--- config.mk ---
export PLATFORM = sky130hd
export DESIGN_NAME = wb_regfile
export DESIGN_NICKNAME = d
export VERILOG_FILES = /design/src/rtl/wb_regfile.sv
export SDC_FILE = /design/constraint.sdc
export NUM_CORES = 2
export LEC_CHECK = 0
export CAP_MARGIN = 10
export CORE_MARGIN = 2
export CORE_UTILIZATION = 40
export CTS_BUF_LIST = sky130_fd_sc_hd__clkbuf_8
export CTS_CLUSTER_SIZE = 24
export DETAILED_ROUTE_END_ITERATION = 16
export HOLD_SLACK_MARGIN = 0.12
export SLEW_MARGIN = 20
export SYNTH_ARGS = -nofsm -noshare
export SYNTH_HDL_FRONTEND = slang
export SYNTH_SLANG_ARGS = --single-unit
--- constraint.sdc ---
create_clock -name clk -period 7.1 [get_ports clk]
set_input_delay 1.42 -clock clk [delete_from_list [all_inputs] [get_ports clk]]
set_output_delay 1.42 -clock clk [all_outputs]
set_load 0.005 [all_outputs]
--- src/rtl/wb_regfile.sv ---
// wb_regfile: writeback stage of the pipeline.
// Contains the result-select mux, the integer register file (x0..x31) and
// the retired-instruction counter. The decode read ports bypass a same-cycle
// W-stage write, so the decode stage never has to stall on a W->D dependency.
module wb_regfile #(
  parameter int XLEN  = 32,
  parameter int AW    = 5,
  parameter int CNT_W = 32
) (
  input  logic             clk,
  input  logic             reset,        // asynchronous, active-low
  input  logic [XLEN-1:0]  ALUResultW,
  input  logic [XLEN-1:0]  ReadDataW,
  input  logic [XLEN-1:0]  PCPlus4W,
  input  logic [AW-1:0]    RdW,
  input  logic             RegWriteW,
  input  logic [1:0]       ResultSrcW,
  input  logic [31:0]      InstruW,
  input  logic [AW-1:0]    Rs1D,
  input  logic [AW-1:0]    Rs2D,
  output logic [XLEN-1:0]  RD1D,
  output logic [XLEN-1:0]  RD2D,
  output logic [XLEN-1:0]  ResultW,
  output logic [CNT_W-1:0] RetiredW
);

  localparam int NREG = 2 ** AW;

  logic [XLEN-1:0]  regs_q [NREG];
  logic [XLEN-1:0]  regs_d [NREG];
  logic [CNT_W-1:0] retired_q;
  logic [CNT_W-1:0] retired_d;

  // Qualified write strobe: x0 writes are dropped here, so entry 0 never changes.
  logic wr_en;
  assign wr_en = RegWriteW && (RdW != '0);

  // Result select: ALU / load data / link address / zero.
  always_comb begin
    ResultW = '0;
    case (ResultSrcW)
      2'b00:   ResultW = ALUResultW;
      2'b01:   ResultW = ReadDataW;
      2'b10:   ResultW = PCPlus4W;
      default: ResultW = '0;
    endcase
  end

  // Next register-file contents: one entry updated per cycle at most.
  always_comb begin
    regs_d = regs_q;
    if (wr_en) begin
      regs_d[RdW] = ResultW;
    end
  end

  // Next counter value: every non-bubble instruction retires, store/branch included.
  always_comb begin
    retired_d = retired_q;
    if (InstruW != 32'h0) begin
      retired_d = retired_q + 1'b1;
    end
  end

  // State registers; while reset is low every write and count is held off.
  always_ff @(posedge clk or negedge reset) begin
    if (!reset) begin
      for (int i = 0; i < NREG; i++) begin
        regs_q[i] <= '0;
      end
      retired_q <= '0;
    end else begin
      regs_q    <= regs_d;
      retired_q <= retired_d;
    end
  end

  // Read port 1: x0 is zero, then the W-stage bypass (only out of reset), then storage.
  always_comb begin
    RD1D = '0;
    if (Rs1D == '0) begin
      RD1D = '0;
    end else if (reset && RegWriteW && (RdW == Rs1D)) begin
      RD1D = ResultW;
    end else begin
      RD1D = regs_q[Rs1D];
    end
  end

  // Read port 2: same rules as port 1, fully independent of it.
  always_comb begin
    RD2D = '0;
    if (Rs2D == '0) begin
      RD2D = '0;
    end else if (reset && RegWriteW && (RdW == Rs2D)) begin
      RD2D = ResultW;
    end else begin
      RD2D = regs_q[Rs2D];
    end
  end

  assign RetiredW = retired_q;

endmodule

### Word level (Yosys, flattened, before mapping)

Cells that the tools add are included.

* flip-flop bits (word level): 1056
* bits of input ports: 148
* output and inout port bits: 128

* $add $sub $neg: 1
* magnitude comparators: 4
* equal/unequal tests: 4
* multiplexer cells: 14
* bitwise logic cells: 3
* reduce and logical (&&, ||, !) cells: 10

Operators with widths (count)
* bitwise mux 1024 bit: 1
* binary-select mux 32 bit (select 5 bit): 2
* two-way mux 32 bit: 9
* demux 32 bit (select 5 bit): 1
* case mux 32 bit (3 select lines): 1
* adder 32 x 1 -> 32 bit, second input constant: 1
* nonzero test 32 bit: 1
* >= comparator 6 bit, second input constant: 3
* inverter 5 -> 6 bit: 3
* == test 5 bit: 2
* logical NOT 5 bit: 2
* < comparator 6 x 1 -> 1 bit, second input constant: 1
* logical AND 1 bit: 5
* nonzero test 5 bit: 1
* == test 2 x 1 -> 1 bit, second input constant: 1
* == test 2 bit, second input constant: 1
* logical NOT 2 bit: 1

### Logic depth before layout (Yosys ltp)

* depth in word-level cells: 6
* depth in mapped cells: 10
* gate-level depth less buffers: 6

### Worst setup path after synthesis

OpenSTA, ideal clock, no wires.

* path type: input-to-output
* start: input port Rs1D[0]
* end: output port RD1D[29]
* arrival: 3.039 ns
* data required time: 5.680 ns
* path slack: 2.641 ns
* stages on the path: 8
* buffers on the path: 3
* cells stage by stage: buf_2 -> buf_4 -> buf_2 -> mux4_2 -> o32ai_1 -> nor3_1 -> a31oi_1 -> nor2_1

* longest elaborated chain between the ends: 6
* elaborated cells on any way between the ends: 9

Ends and longest elaborated chain
* start, declared: RTL line 19 `input logic [AW-1:0] Rs1D,`
* inverter 5 -> 6 bit (not written as such): RTL line 86 `RD1D = regs_q[Rs1D];`
* binary-select mux 32 bit (select 5 bit): RTL line 86
* two-way mux 32 bit (not written as such) (2 in a row): RTL line 86
* two-way mux 32 bit: RTL line 83 `end else if (reset && RegWriteW && (RdW == Rs1D)) begin`
* two-way mux 32 bit *: RTL line 81 `if (Rs1D == '0) begin`
* end, declared: RTL line 21 `output logic [XLEN-1:0] RD1D,`

Mark *: on every way between the ends. The rest lies on a longest branch, timed or not. The select of a mux whose other input is x is not followed.

### Worst setup path in the final report

* start: input port RdW[3]
* end: output port RD2D[26]

* longest elaborated chain between the ends: 4

Ends and longest elaborated chain
* start, declared: RTL line 15 `input logic [AW-1:0] RdW,`
* == test 5 bit: RTL line 95 `end else if (reset && RegWriteW && (RdW == Rs2D)) begin`
* logical AND 1 bit: RTL line 95
* two-way mux 32 bit: RTL line 95
* two-way mux 32 bit: RTL line 93 `if (Rs2D == '0) begin`
* end, declared: RTL line 22 `output logic [XLEN-1:0] RD2D,`

Every way passes these cells.

==> impl_metrics.csv <==
group,metric,value,unit
clock_tree,cts.hold.buffers_added,0,
floorplanning,dieArea,143000,sq um
cells_and_area,seqCellArea,26400,sq um
power,power-per-cell-area,279,nW/um^2
grt,grt_pass1_wl,310,mm
sta,final.setup_skew,0.00602,ns
synth,syn_nets,5367,
sta,rsz0062_at_grt,"no",
job,cap_violations,0,
worst_setup_path,critPathMaxFanout,19,
floorplanning,die_h,378,um
clock_tree,clkSinkCount,1056,
sta,setup-tns-final,0,ns
cells_and_area,nets,5463,
grt,grt_antenna_before_repair,16,
floorplanning,start_util,40.2,%
route,wirelength,214,mm
grt,grt-ovfl-total,0,
power,p_total,17.8,mW
route,num_vias,45633,
synth,dominantRegCellSynth,"dfrtp_1",
worst_setup_path,arrival,5.46,ns
placed_design,placed_cells,7004,
route,wl_per_cell,29.2,um
worst_setup_path,critPathKind,"in2out",
synth,yosysWarnings,0,
worst_setup_path,startpoint_type,"primary input",
synth,synth-seq-area-share,47.3,%
clock_tree,clock_latency,0.94,ns
cells_and_area,area_growth,14.6,%
placed_design,dp_hpwl,131,mm
power,vdd_drop_max,0.179,mV
sta,worst_pin_slew,1.22,ns
worst_setup_path,cp-startpoint,"RdW[3]",
power,leakage,26.9,nW
route,first_pass_iters,6,
synth,synth_area,55900,sq um
cells_and_area,drive_gt1_share,18.5,%
worst_setup_path,required,5.68,ns
synth,synth_area_per_cell,10.7,sq um
route,drtIter0Drc,6402,
worst_setup_path,r2r-start,"RetiredW[9]",
floorplanning,core-area,139000,sq um
clock_tree,cts_root_buf,"clkbuf_8",
clock_tree,postCtsSetupBuffers,0,
sta,hold_viol_final,0,
route,drt-vias-per-instance,6.23,
synth,ys_seq_elements,1056,
grt,grt_pass1_vias,43859,
floorplanning,rows,137,
clock_tree,htreeDepth,4,
synth,synth_cell_types,69,
clock_tree,path_clk_slew,0.06,ns
run_status,status,"complete, no violations",
sta,drv_slew,0,
placed_design,numPortBuffers,275,
worst_hold_path,hp-class,"in2async",
synth,synth_area_leaders,"dfrtp_1 47%, mux4_2 17%, a21oi_1 5.3%, o21ai_0 4.6%, nor2_1 4.1%",
sta,relSlewSlack,18.8,%
sta,finalSetupViolations,0,
route,postRouteAntennaNets,0,
placed_design,dpl-instance-area,60300,sq um
sta,layout_min_cycle_time,6.88,ns
cells_and_area,fin_area,64000,sq um
synth,synth_edf_count,0,
cells_and_area,utilization,46.1,%
grt,grt_max_degree,181,
clock_tree,clk_path_buf_depth,3,
cells_and_area,fillers,12946,
floorplanning,pin_count,276,
cells_and_area,multi_input_comb_area,27000,sq um
sta,fin_crit_sh,96.9,%
grt,track_usage,29.9,%
route,drc,0,
synth,synth_top_area_cell,"dfrtp_1",
sta,max_freq,145,MHz
placed_design,gp_congestion,0.879,
worst_setup_path,end_kind,"output port",
clock_tree,cts-resized-gates,0,
synth,synth-async-reset-ratio,100,%
clock_tree,cts_tree,"done",
synth,synth_top_area_share,47.3,%
floorplanning,die_w,378,um
cells_and_area,finalNonFillerCells,7328,
synth,synth_cells,5218,
clock_tree,cts-buffers-inserted,183,
[flip-flops by register name, summed over array words and instances, names as in the netlist]
signal,flops
RetiredW,32
regs_q,1024
[synthesized netlist by cell type (all sizes together) (3+ instances only)]
| cell type | number |
|---|---|
| nor3 | 44 |
| a32oi | 8 |
| a2111oi | 9 |
| o31ai | 15 |
| nor2 | 616 |
| nor3b | 7 |
| a221oi | 13 |
| a311oi | 3 |
| a21oi | 596 |
| nand2b | 13 |
| a22oi | 95 |
| nand4 | 13 |
| o31a | 7 |
| and4 | 3 |
| a221o | 9 |
| and3b | 3 |
| a31oi | 25 |
| xnor2 | 29 |
| mux2 | 33 |
| dfrtp | 1056 |
| and3 | 6 |
| clkbuf | 347 |
| xor2 | 12 |
| mux4 | 439 |
| or2 | 6 |
| buf | 207 |
| o32ai | 3 |
| nor2b | 38 |
| inv | 41 |
| mux2i | 180 |
| nand3b | 16 |
| and2 | 7 |
| a211oi | 50 |
| nand3 | 48 |
| o211ai | 21 |
| nand2 | 588 |
| nor4 | 13 |
| o22ai | 44 |
| or3b | 3 |
| o2111ai | 5 |
| o32a | 7 |
| o21ai | 522 |
[per-stage QoR]
stage	setup slack [ns]	hold slack, ns
floorplan	2.64	0.438
global placement	0.139	0.378
detailed placement	0.192	0.384
CTS	0.188	0.349
global route	0.163	0.380
finish	0.220	0.388
[cells in the final DEF (no fill, tap or decap), types with 20 or more instances in the layout]
| master | Yosys | routed |
|---|---|---|
| a211oi_1 | 49 | 49 |
| a21oi_1 | 596 | 564 |
| a21oi_2 | 0 | 20 |
| a22oi_1 | 93 | 93 |
| a31oi_1 | 25 | 25 |
| buf_4 | 56 | 174 |
| clkbuf_8 | 0 | 234 |
| clkdlybuf4s50_1 | 0 | 263 |
| dfrtp_1 | 1056 | 1056 |
| inv_1 | 41 | 94 |
| mux2_2 | 33 | 33 |
| mux2i_1 | 180 | 180 |
| mux4_1 | 24 | 24 |
| mux4_2 | 415 | 415 |
| nand2_1 | 588 | 573 |
| nand3_1 | 48 | 48 |
| nor2_1 | 604 | 596 |
| nor2b_1 | 38 | 33 |
| nor3_1 | 43 | 41 |
| o211ai_1 | 21 | 21 |
| o21ai_0 | 518 | 518 |
| o22ai_1 | 44 | 44 |
| xnor2_1 | 29 | 29 |
[metal layers]
layer | wire [um] | up-vias | GRT usage, %
met2 | 93600 | 2838 | 43.7
met1 | 86800 | 23130 | 42.1
li1 | - | 19113 | -
met4 | 8740 | 16 | 11.8
met5 | 162 | - | 0.309
met3 | 24400 | 536 | 8.32
[final cells by class]
| type | count | area share (%) |
|---|---|---|
| Inverter | 43 | 0.252 |
| Timing Repair Buffer | 465 | 6.92 |
| Sequential cell | 1056 | 41.3 |
| Multi-Input combinational cell | 3565 | 42.1 |
| Clock inverter | 83 | 0.715 |
| Clock buffer | 234 | 5.03 |
| Tap cell | 1876 | 3.67 |
| Antenna cell | 6 | 0.0235 |
[worst max-delay path, stage by stage]
cell,delay (ns)
clkdlybuf4s50_1,0.74
xnor2_1,0.17
nand4_1,0.16
or3_2,0.88
nand2_1,0.36
nor2_1,0.10
a2111oi_1,0.88
buf_4,0.23
clkdlybuf4s50_1,0.50
[report_power, final]
group	internal [mW]	switching, mW	total (mW)	leakage, nW
registers	7.20	0.923	8.12	13.4
clock network	3.02	2.67	5.69	2.11
logic	2.01	2.02	4.04	11.4
total	12.2	5.61	17.8	26.9
[worst paths after layout]
path / slack (ns) / endpoint / cells after the start
worst max register to register: 5.10 / RetiredW[31] / 6
worst min register to register: 0.40 / regs_q[994] / 0
worst min-delay path: 0.39 / regs_q[151] / 1
min in group clk: 0.40 / regs_q[994] / 0
max in group asynchronous: 3.61 / regs_q[773] / 4
worst max-delay path: 0.22 / RD2D[26] / 9
[cells by family after synthesis]
kind of cell               count (synthesis)  synth area share [%]
AOI/OAI and AO/OA                       1445                  14.5
and+or+nand+nor                         1426                  10.5
DFF                                     1056                  47.3
muxes                                    652                  21.7
buffers and inverters                    597                  5.26
xor gates and xnor gates                  41                 0.643
adders and majority gates                  1                0.0224
No activity file was read; power rests on OpenSTA's default activity.
